`config.mk`:
```
export PLATFORM = sky130hd
export DESIGN_NAME = flash_bus_arbiter
export DESIGN_NICKNAME = d
export VERILOG_FILES = /design/src/rtl/flash_bus_arbiter.sv
export SDC_FILE = /design/constraint.sdc
export NUM_CORES = 1
export LEC_CHECK = 0
export BUFFER_PORTS_ARGS = -buffer_cell sky130_fd_sc_hd__clkbuf_2
export CORE_MARGIN = 3
export CORE_UTILIZATION = 28
export DETAILED_ROUTE_END_ITERATION = 10
export PLACE_DENSITY = 0.46
export SETUP_SLACK_MARGIN = 0.3
export SLEW_MARGIN = 20
export SYNTH_ARGS = -nofsm -noshare
export SYNTH_HDL_FRONTEND = slang
export SYNTH_SLANG_ARGS = --single-unit
```
`constraint.sdc`:
```
create_clock -name iCLK -period 4.97 [get_ports iCLK]
set_input_delay 0 -clock iCLK [delete_from_list [all_inputs] [get_ports iCLK]]
set_output_delay 0 -clock iCLK [all_outputs]
set_load 0.005 [all_outputs]
```
`src/rtl/flash_bus_arbiter.sv`:
```
// Arbitrates the flash pins between an SPI master (0) and a QSPI master (1), with guard gaps and optional preemption.
// Grant, owner and abort are registered (1-cycle request-to-grant); the pin mux is combinational from the registered state.
module flash_bus_arbiter #(
    parameter int unsigned GUARD_CYCLES = 4,
    parameter int unsigned MAX_HOLD     = 0
) (
    input  logic       iCLK,
    input  logic       iRESETn,
    input  logic       iSPI_REQ,
    output logic       oSPI_GNT,
    input  logic       iSPI_SCK,
    input  logic       iSPI_CSn,
    input  logic       iSPI_MOSI,
    input  logic       iQSPI_REQ,
    output logic       oQSPI_GNT,
    input  logic       iQSPI_SCK,
    input  logic       iQSPI_CSn,
    input  logic [3:0] iQSPI_DOUT,
    input  logic [3:0] iQSPI_DOE,
    output logic       oFLASH_SCK,
    output logic       oFLASH_CSn,
    output logic [3:0] oFLASH_DOUT,
    output logic [3:0] oFLASH_DOE,
    output logic       oABORT,
    output logic [1:0] oOWNER
);
    typedef enum logic [1:0] {S_IDLE, S_OWN0, S_OWN1, S_GUARD} state_t;

    localparam logic [7:0]  GUARD_LOAD = 8'(GUARD_CYCLES);
    localparam logic [15:0] HOLD_MAX   = 16'(MAX_HOLD);

    state_t      state_q, state_d;
    logic [7:0]  guard_q, guard_d;
    logic [15:0] hold_q, hold_d;
    logic        last_q, last_d;
    logic        spi_gnt_q, spi_gnt_d, qspi_gnt_q, qspi_gnt_d;
    logic        abort_q, abort_d;
    logic [1:0]  owner_q, owner_d;

    logic own_req, own_csn, oth_req, preempt;
    logic arb, win0, win1;

    always_ff @(posedge iCLK or negedge iRESETn) begin
        if (!iRESETn) begin
            state_q    <= S_IDLE;
            guard_q    <= 8'd0;
            hold_q     <= 16'd0;
            last_q     <= 1'b1;
            spi_gnt_q  <= 1'b0;
            qspi_gnt_q <= 1'b0;
            abort_q    <= 1'b0;
            owner_q    <= 2'b00;
        end else begin
            state_q    <= state_d;
            guard_q    <= guard_d;
            hold_q     <= hold_d;
            last_q     <= last_d;
            spi_gnt_q  <= spi_gnt_d;
            qspi_gnt_q <= qspi_gnt_d;
            abort_q    <= abort_d;
            owner_q    <= owner_d;
        end
    end

    // last_q names the previous owner, so a tie goes to the other master
    always_comb begin
        own_req = (state_q == S_OWN1) ? iQSPI_REQ : iSPI_REQ;
        own_csn = (state_q == S_OWN1) ? iQSPI_CSn : iSPI_CSn;
        oth_req = (state_q == S_OWN1) ? iSPI_REQ  : iQSPI_REQ;
        preempt = (HOLD_MAX != 16'd0) && (hold_q >= HOLD_MAX) && own_csn;
        win0    = iSPI_REQ  && (!iQSPI_REQ || last_q);
        win1    = iQSPI_REQ && (!iSPI_REQ  || !last_q);
    end

    always_comb begin
        state_d = state_q;
        guard_d = guard_q;
        hold_d  = 16'd0;
        last_d  = last_q;
        arb     = 1'b0;
        unique case (state_q)
            S_IDLE: arb = 1'b1;
            S_OWN0, S_OWN1: begin
                if (!own_req || preempt) begin
                    state_d = S_GUARD;
                    guard_d = GUARD_LOAD;
                end else if ((HOLD_MAX != 16'd0) && oth_req) begin
                    hold_d = (hold_q == 16'hFFFF) ? hold_q : hold_q + 16'd1;
                end
            end
            S_GUARD: begin
                guard_d = guard_q - 8'd1;
                // the last guard cycle doubles as the idle evaluation
                if (guard_q <= 8'd1) begin
                    guard_d = 8'd0;
                    state_d = S_IDLE;
                    arb     = 1'b1;
                end
            end
        endcase
        if (arb) begin
            if (win0) begin
                state_d = S_OWN0;
                last_d  = 1'b0;
            end else if (win1) begin
                state_d = S_OWN1;
                last_d  = 1'b1;
            end
        end
    end

    always_comb begin
        spi_gnt_d  = (state_d == S_OWN0);
        qspi_gnt_d = (state_d == S_OWN1);
        owner_d    = {qspi_gnt_d, spi_gnt_d};
        abort_d    = ((state_q == S_OWN0) || (state_q == S_OWN1)) && !own_req && !own_csn;
    end

    always_comb begin
        oFLASH_SCK  = 1'b0;
        oFLASH_CSn  = 1'b1;
        oFLASH_DOUT = 4'b1100;
        oFLASH_DOE  = 4'b1100;
        unique case (state_q)
            S_OWN0: begin
                oFLASH_SCK  = iSPI_SCK;
                oFLASH_CSn  = iSPI_CSn;
                oFLASH_DOUT = {3'b110, iSPI_MOSI};
                oFLASH_DOE  = 4'b1101;
            end
            S_OWN1: begin
                oFLASH_SCK  = iQSPI_SCK;
                oFLASH_CSn  = iQSPI_CSn;
                oFLASH_DOUT = iQSPI_DOUT;
                oFLASH_DOE  = iQSPI_DOE;
            end
            S_IDLE, S_GUARD: ;
        endcase
    end

    assign oSPI_GNT  = spi_gnt_q;
    assign oQSPI_GNT = qspi_gnt_q;
    assign oABORT    = abort_q;
    assign oOWNER    = owner_q;
endmodule

```
==> metrics, run 1 <==
status finished clean; min-delay worst type in2reg; Clock Skew 0.00992 ns; Final setup viols 0; core box area 3420 um2; HPWL Detailed 1.90 mm; Fin Setup TNS 0 ns; FMAX 440 MHz; CP Class reg2reg; vias in the first global route 917; slowest CP cell ha_1; WHS Path Cells 4; CP required 5.15 ns; Cell Rows 21; Syn-to-layout area delta 23.7%; Crit. End Element register; area of the multi-input gates 604 um2; fin area 1260 um2; fraction of synthesized area in multiplexers 4.92%; total clock buffers created by CTS 3; GRT met2 Usage 17.7%; layout cell share with drive strength beyond 1 26.5%; Compound-Gate Fraction of Synth Area 23.7%; residual DRC count 0; WL final 2.48 mm; Net Count, Synth 142; XOR/XNOR Fraction of Synth Area 0%; Seq/Total Area, Yosys 34.6%; CP Buf/Inv Count 1; largest net degree at the start of global routing 15; commonest non-fill, non-tap cells in the layout clkbuf_2 (31), nand2_1 (15), dfrtp_1 (13), nor2_1 (10); CTS sink count 14; Syn Area/Cell 8.55 um2; worst r2r src state_q[0]; met3 usage 1.02%; Reg2Reg Depth 6; first-pass GRT wire length 4.12 mm; Reg clk slew, reported paths 0.10 ns; worst vdd ir 306 uV; # Post-CTS Setup Buffers 0; Hold Path End oABORT; fin nets 175; hold_sp iSPI_CSn; cell taking the most area after synthesis dfrtp_1; initial core utilization 29.8%; via-per-instance ratio 5.11; placed instance area 1200 um2; post-synthesis cell count 119; # fillers 355; maximum fanout along the worst path 13; H-tree depth 1; register area 352 um2; Die Footprint 4390 um2; Placer Congestion 0.809; Hold Fails Final Rpt 0; Die Y-Extent 66.3 um; clk buf depth 2; Cell Pwr Density 691 nW/um2; period utilization 45.8%; IO buf count 31; Post-Synth Simple-Gate Area 23.4%; gr busiest metal met1; R2R setup slack 2.70 ns; met1 Usage GRT 17.8%; worst-margin pin slew 0.463 ns; gr ovfl total 0; Worst EP arrival 2.45 ns; Max Transition Viols Final 0; I/O Pins 32; Crit path max-delay family multiplexers; Root Buffer Master clkbuf_4; yosys warns 0; ANT cells 0; synthesized cell area 1020 um2; Antenna Nets Post-Route 0; initial antenna violation count 0; slew margin rel. 68.3%; CP Cell Sequence inv_1, ha_1, mux2_4, mux2i_1, o21ai_0, a32o_1; Tot Pwr 0.870 mW; RR Endpoint guard_q[5]; iteration count of the initial detailed-routing pass 5; Worst setup SP type register; minimum clock period 2.27 ns; DRT iter0 DRCs 54; most common cell after layout, fill and taps aside clkbuf_2; clk_lat worst skew 0.29 ns; Synth Register Bits 14; Leakage 0.626 nW; TritonCTS clock tree built; max-cap viol count 0; largest cells by area after synthesis dfrtp_1 (32%), ha_1 (7.4%), nand2_1 (5.5%); vias 1006; largest family of logic cells by synthesized area compound AO/OA/AOI/OAI gates; CP max stage delay 0.44 ns; RSZ-0062 raised after global routing no; post-synth top area share 32.0%; Synth cell types 39; WL/cell 12.6 um; Horiz. Die Dim 66.3 um; adder-cell share of the synthesized area 7.38%; gr usage total 12.1%
## synth_stat cells, drive strengths merged
master / n
inv: 9
and4: 1
a32o: 1
nor4: 2
a211o: 1
clkbuf: 2
or2: 1
mux2: 2
nor2: 10
a2111oi: 1
ha: 6
nand2b: 2
nor3: 3
dfrtp: 13
a21o: 3
a22o: 1
o21ai: 5
a31oi: 2
nand3: 1
a22oi: 3
buf: 3
or3: 2
a21oi: 9
o2bb2ai: 1
dfstp: 1
or4: 1
o22ai: 5
and2: 2
a31o: 1
a41o: 1
a41oi: 1
a311oi: 1
mux2i: 2
nand2: 15
nor2b: 5
## state kept, by name, indices dropped and copies added (netlist names)
signal / count
last_q: 1
oOWNER: 2
state_q: 2
oABORT: 1
guard_q: 8
## power breakdown
group | leakage (nW) | internal [mW] | switching (mW) | total [mW]
combinational | 0.423 | 0.253 | 0.326 | 0.579
sequential | 0.182 | 0.161 | 0.0442 | 0.205
clock | 0.0210 | 0.0446 | 0.0417 | 0.0863
total | 0.626 | 0.459 | 0.412 | 0.870
## worst min-delay path: stages
cell and delay (ns):
clkbuf_2 0.09, nor3_1 0.04, a21oi_1 0.11, nor2b_1 0.06
## worst max path at each step
stage	from	end	slack, ns	cells past startpoint
6_report	state_q[0]	guard_q[5]	2.70	6
5_1_grt	state_q[0]	guard_q[3]	2.48	6
4_1_cts	state_q[0]	guard_q[5]	2.71	6
3_5_place_dp	state_q[0]	guard_q[5]	2.73	6
3_3_place_gp	guard_q[0]	oOWNER[0]	2.79	6
2_1_floorplan	state_q[0]	guard_q[5]	3.09	6
## logic make-up after synthesis
kind of cell,after synthesis
AND/OR/NAND/NOR,45
AO/OA/AOI/OAI,36
buffers and inverters,14
flip-flops,14
adder cells (fa/ha/maj),6
multiplexers,4
## layer usage
layer	vias up	share of wire, %
met4	0	2.3
met1	469	50
met2	34	44
met3	6	4.0
li1	497	-
met5	-	0
## stage by stage
step | worst slack [ns] | hold slack, ns | util, % | std cells
5_1_grt | 2.48 | 0.0886 | 36.8 | 197
6_report | 2.70 | 0.0389 | 36.8 | 197
3_3_place_gp | 2.79 | -0.0578 | 35.2 | 191
3_5_place_dp | 2.73 | -0.0554 | 35.2 | 191
2_1_floorplan | 3.09 | -0.296 | - | 119
4_1_cts | 2.71 | 0.0408 | 36.8 | 197
## what timing repair did
item / 4_1_cts / 5_1_grt
hold buffers: 2 / 0
resized for setup: 0 / 0
endpoints found under the hold margin: 15 / 0
## cell type report
type                            instances  area share [%]
Tap cell                               46            4.57
Sequential cell                        14            27.9
Inverter                                9            2.68
Clock buffer                            4            2.88
Timing Repair Buffer                   33            13.9
Multi-Input combinational cell         91            48.0
(Power assumes the default switching activity.)
==> run 2, diff against run 1 <==
==> constraint.sdc (replaced) <==
create_clock -name iCLK -period 2.2 [get_ports iCLK]
set_input_delay 0 -clock iCLK [delete_from_list [all_inputs] [get_ports iCLK]]
set_output_delay 0 -clock iCLK [all_outputs]
set_load 0.005 [all_outputs]
==> metrics, run 2 (synthesis gave the netlist of run 1 again) <==
Final setup viols 0 (unchanged); layout cell share with drive strength beyond 1 39.9% (+13 points); WL final 2.70 mm (+8.8%); gr usage total 12.8% (+0.66 points); vias in the first global route 943 (+2.8%); initial antenna violation count 0 (unchanged); Hold Path End oABORT; slew margin rel. 67.1% (-1.2 points); residual DRC count 0 (unchanged); H-tree depth 1 (unchanged); setup ws final 0.361 ns (-2.33 ns); CP Buf/Inv Count 1 (unchanged); Reg clk slew, reported paths 0.10 ns (about the same); initial core utilization 29.8% (unchanged); Hold Fails Final Rpt 0 (unchanged); most common cell after layout, fill and taps aside clkbuf_2; min-delay worst type in2reg; CP required 2.41 ns (-2.74 ns); Root Buffer Master clkbuf_4; placed instance area 1230 um2 (+2.5%); WL/cell 12.9 um (+2.6%); FMAX 544 MHz (+24%); Antenna Nets Post-Route 0 (unchanged); clk_lat worst skew 0.29 ns (about the same); Syn-to-layout area delta 38.1%; clk buf depth 2 (unchanged); via-per-instance ratio 4.95 (-3.1%); Crit. End Element register; TritonCTS clock tree built; RR Endpoint guard_q[6]; IO buf count 31 (unchanged); ANT cells 0 (unchanged); first-pass GRT wire length 4.35 mm (+5.5%); Leakage 0.690 nW (+10%); CP Class reg2reg; fin area 1410 um2 (+12%); max-cap viol count 0 (unchanged); CP max stage delay 0.41 ns (-0.03 ns); CP Cell Sequence inv_2, ha_4, mux2_4, mux2_4, or3_4, o22ai_2; DRT iter0 DRCs 64 (+19%); commonest non-fill, non-tap cells in the layout clkbuf_2 (31), nand2_1 (15), dfrtp_1 (12), buf_4 (12); max reg flops 8 (unchanged); Crit path max-delay family multiplexers; core box area 3420 um2 (unchanged); slowest CP cell dfrtp_1; total clock buffers created by CTS 3 (unchanged); R2R setup slack 0.36 ns (-2.33 ns); Tot Pwr 2.25 mW (+160%); Worst EP arrival 2.05 ns (-0.40 ns); Die Y-Extent 66.3 um (unchanged); iteration count of the initial detailed-routing pass 4 (-1); Placer Congestion 0.810 (+0.15%); worst r2r src state_q[0]; maximum fanout along the worst path 5 (-8); Biggest register guard_q; CTS sink count 14 (unchanged); fin nets 187 (+6.9%); Cell Rows 21 (unchanged); Worst setup SP type register; hold_sp iSPI_CSn; worst vdd ir 516 uV (+69%); minimum clock period 1.84 ns (-0.436 ns); Cell Pwr Density 1600 nW/um2 (+130%); RSZ-0062 raised after global routing no; Reg2Reg Depth 6 (unchanged); vias 1034 (+2.8%); gr ovfl total 0 (unchanged); I/O Pins 32 (unchanged); Die Footprint 4390 um2 (unchanged); worst-margin pin slew 0.492 ns (+0.0290 ns); period utilization 83.6% (+38 points); largest net degree at the start of global routing 15 (unchanged); WHS Path Cells 4 (unchanged); Most common cell on crit path mux2_4; HPWL Detailed 1.91 mm (+0.39%); Max Transition Viols Final 0 (unchanged); status finished clean; Fin Setup TNS 0 ns (unchanged); Core Util, Final 41.1% (+4.3 points); Clock Skew 0.0132 ns (+0.00328 ns); worst slack, placed 0.247 ns (-2.48 ns); Horiz. Die Dim 66.3 um (unchanged)
[run 2: how the worst max path moves through the flow]
stage               startpoint    endpoint  depth (start not counted)
floorplan           state_q[0]  guard_q[5]                          6
global placement    guard_q[0]   oOWNER[0]                          6
detailed placement  guard_q[0]   oOWNER[0]                          6
CTS                 state_q[1]   oOWNER[1]                          7
global route        state_q[1]   oOWNER[0]                          7
finish              state_q[0]  guard_q[6]                          6
[run 2: worst register-to-register path, delay by kind of cell (launching register included)]
| family | cells | cell delay (ns) |
|---|---|---|
| AOI/OAI and AO/OA | 1 | 0.12 |
| buffers and inverters | 1 | 0.10 |
| adders and majority gates | 1 | 0.15 |
| DFF | 1 | 0.41 |
| muxes | 2 | 0.60 |
| and+or+nand+nor | 1 | 0.38 |
[run 2: power breakdown]
group,switching (mW),internal [mW],total [mW]
Clock,0.0925,0.101,0.193
Sequential,0.102,0.366,0.468
Combinational,0.833,0.758,1.59
Total,1.03,1.23,2.25
[run 2: area by class of cell]
cell class              count  area (um2)
multi-input cells          91         659
inverters                   9        33.8
fillers                   355        2010
clock buffers               4        36.3
flip-flops and latches     14         353
repair buffers             45         265
well taps                  46        57.6
[run 2: metrics by stage]
| stage | hold WS [ns] | std cells |
|---|---|---|
| floorplan | -0.296 | 119 |
| global placement | -0.0673 | 195 |
| detailed placement | -0.0676 | 195 |
| CTS | 0.0221 | 203 |
| global route | 0.0293 | 209 |
| finish | 0.0192 | 209 |
[run 2: what timing repair did]
action | CTS | global route
buffers inserted | 2 | 6
endpoints found under the setup margin | 4 | 10
hold buffers | 2 | 0
hold endpoints to repair | 15 | 0
resized for setup | 6 | 10
[run 2: routing by layer]
layer / vias up / part of all wire (%) / track usage [%]
met5: - / 0 / 0
met4: 0 / 2.6 / 6.09
met3: 7 / 4.2 / 2.21
met2: 29 / 50 / 20.1
met1: 481 / 44 / 16.8
li1: 517 / - / -
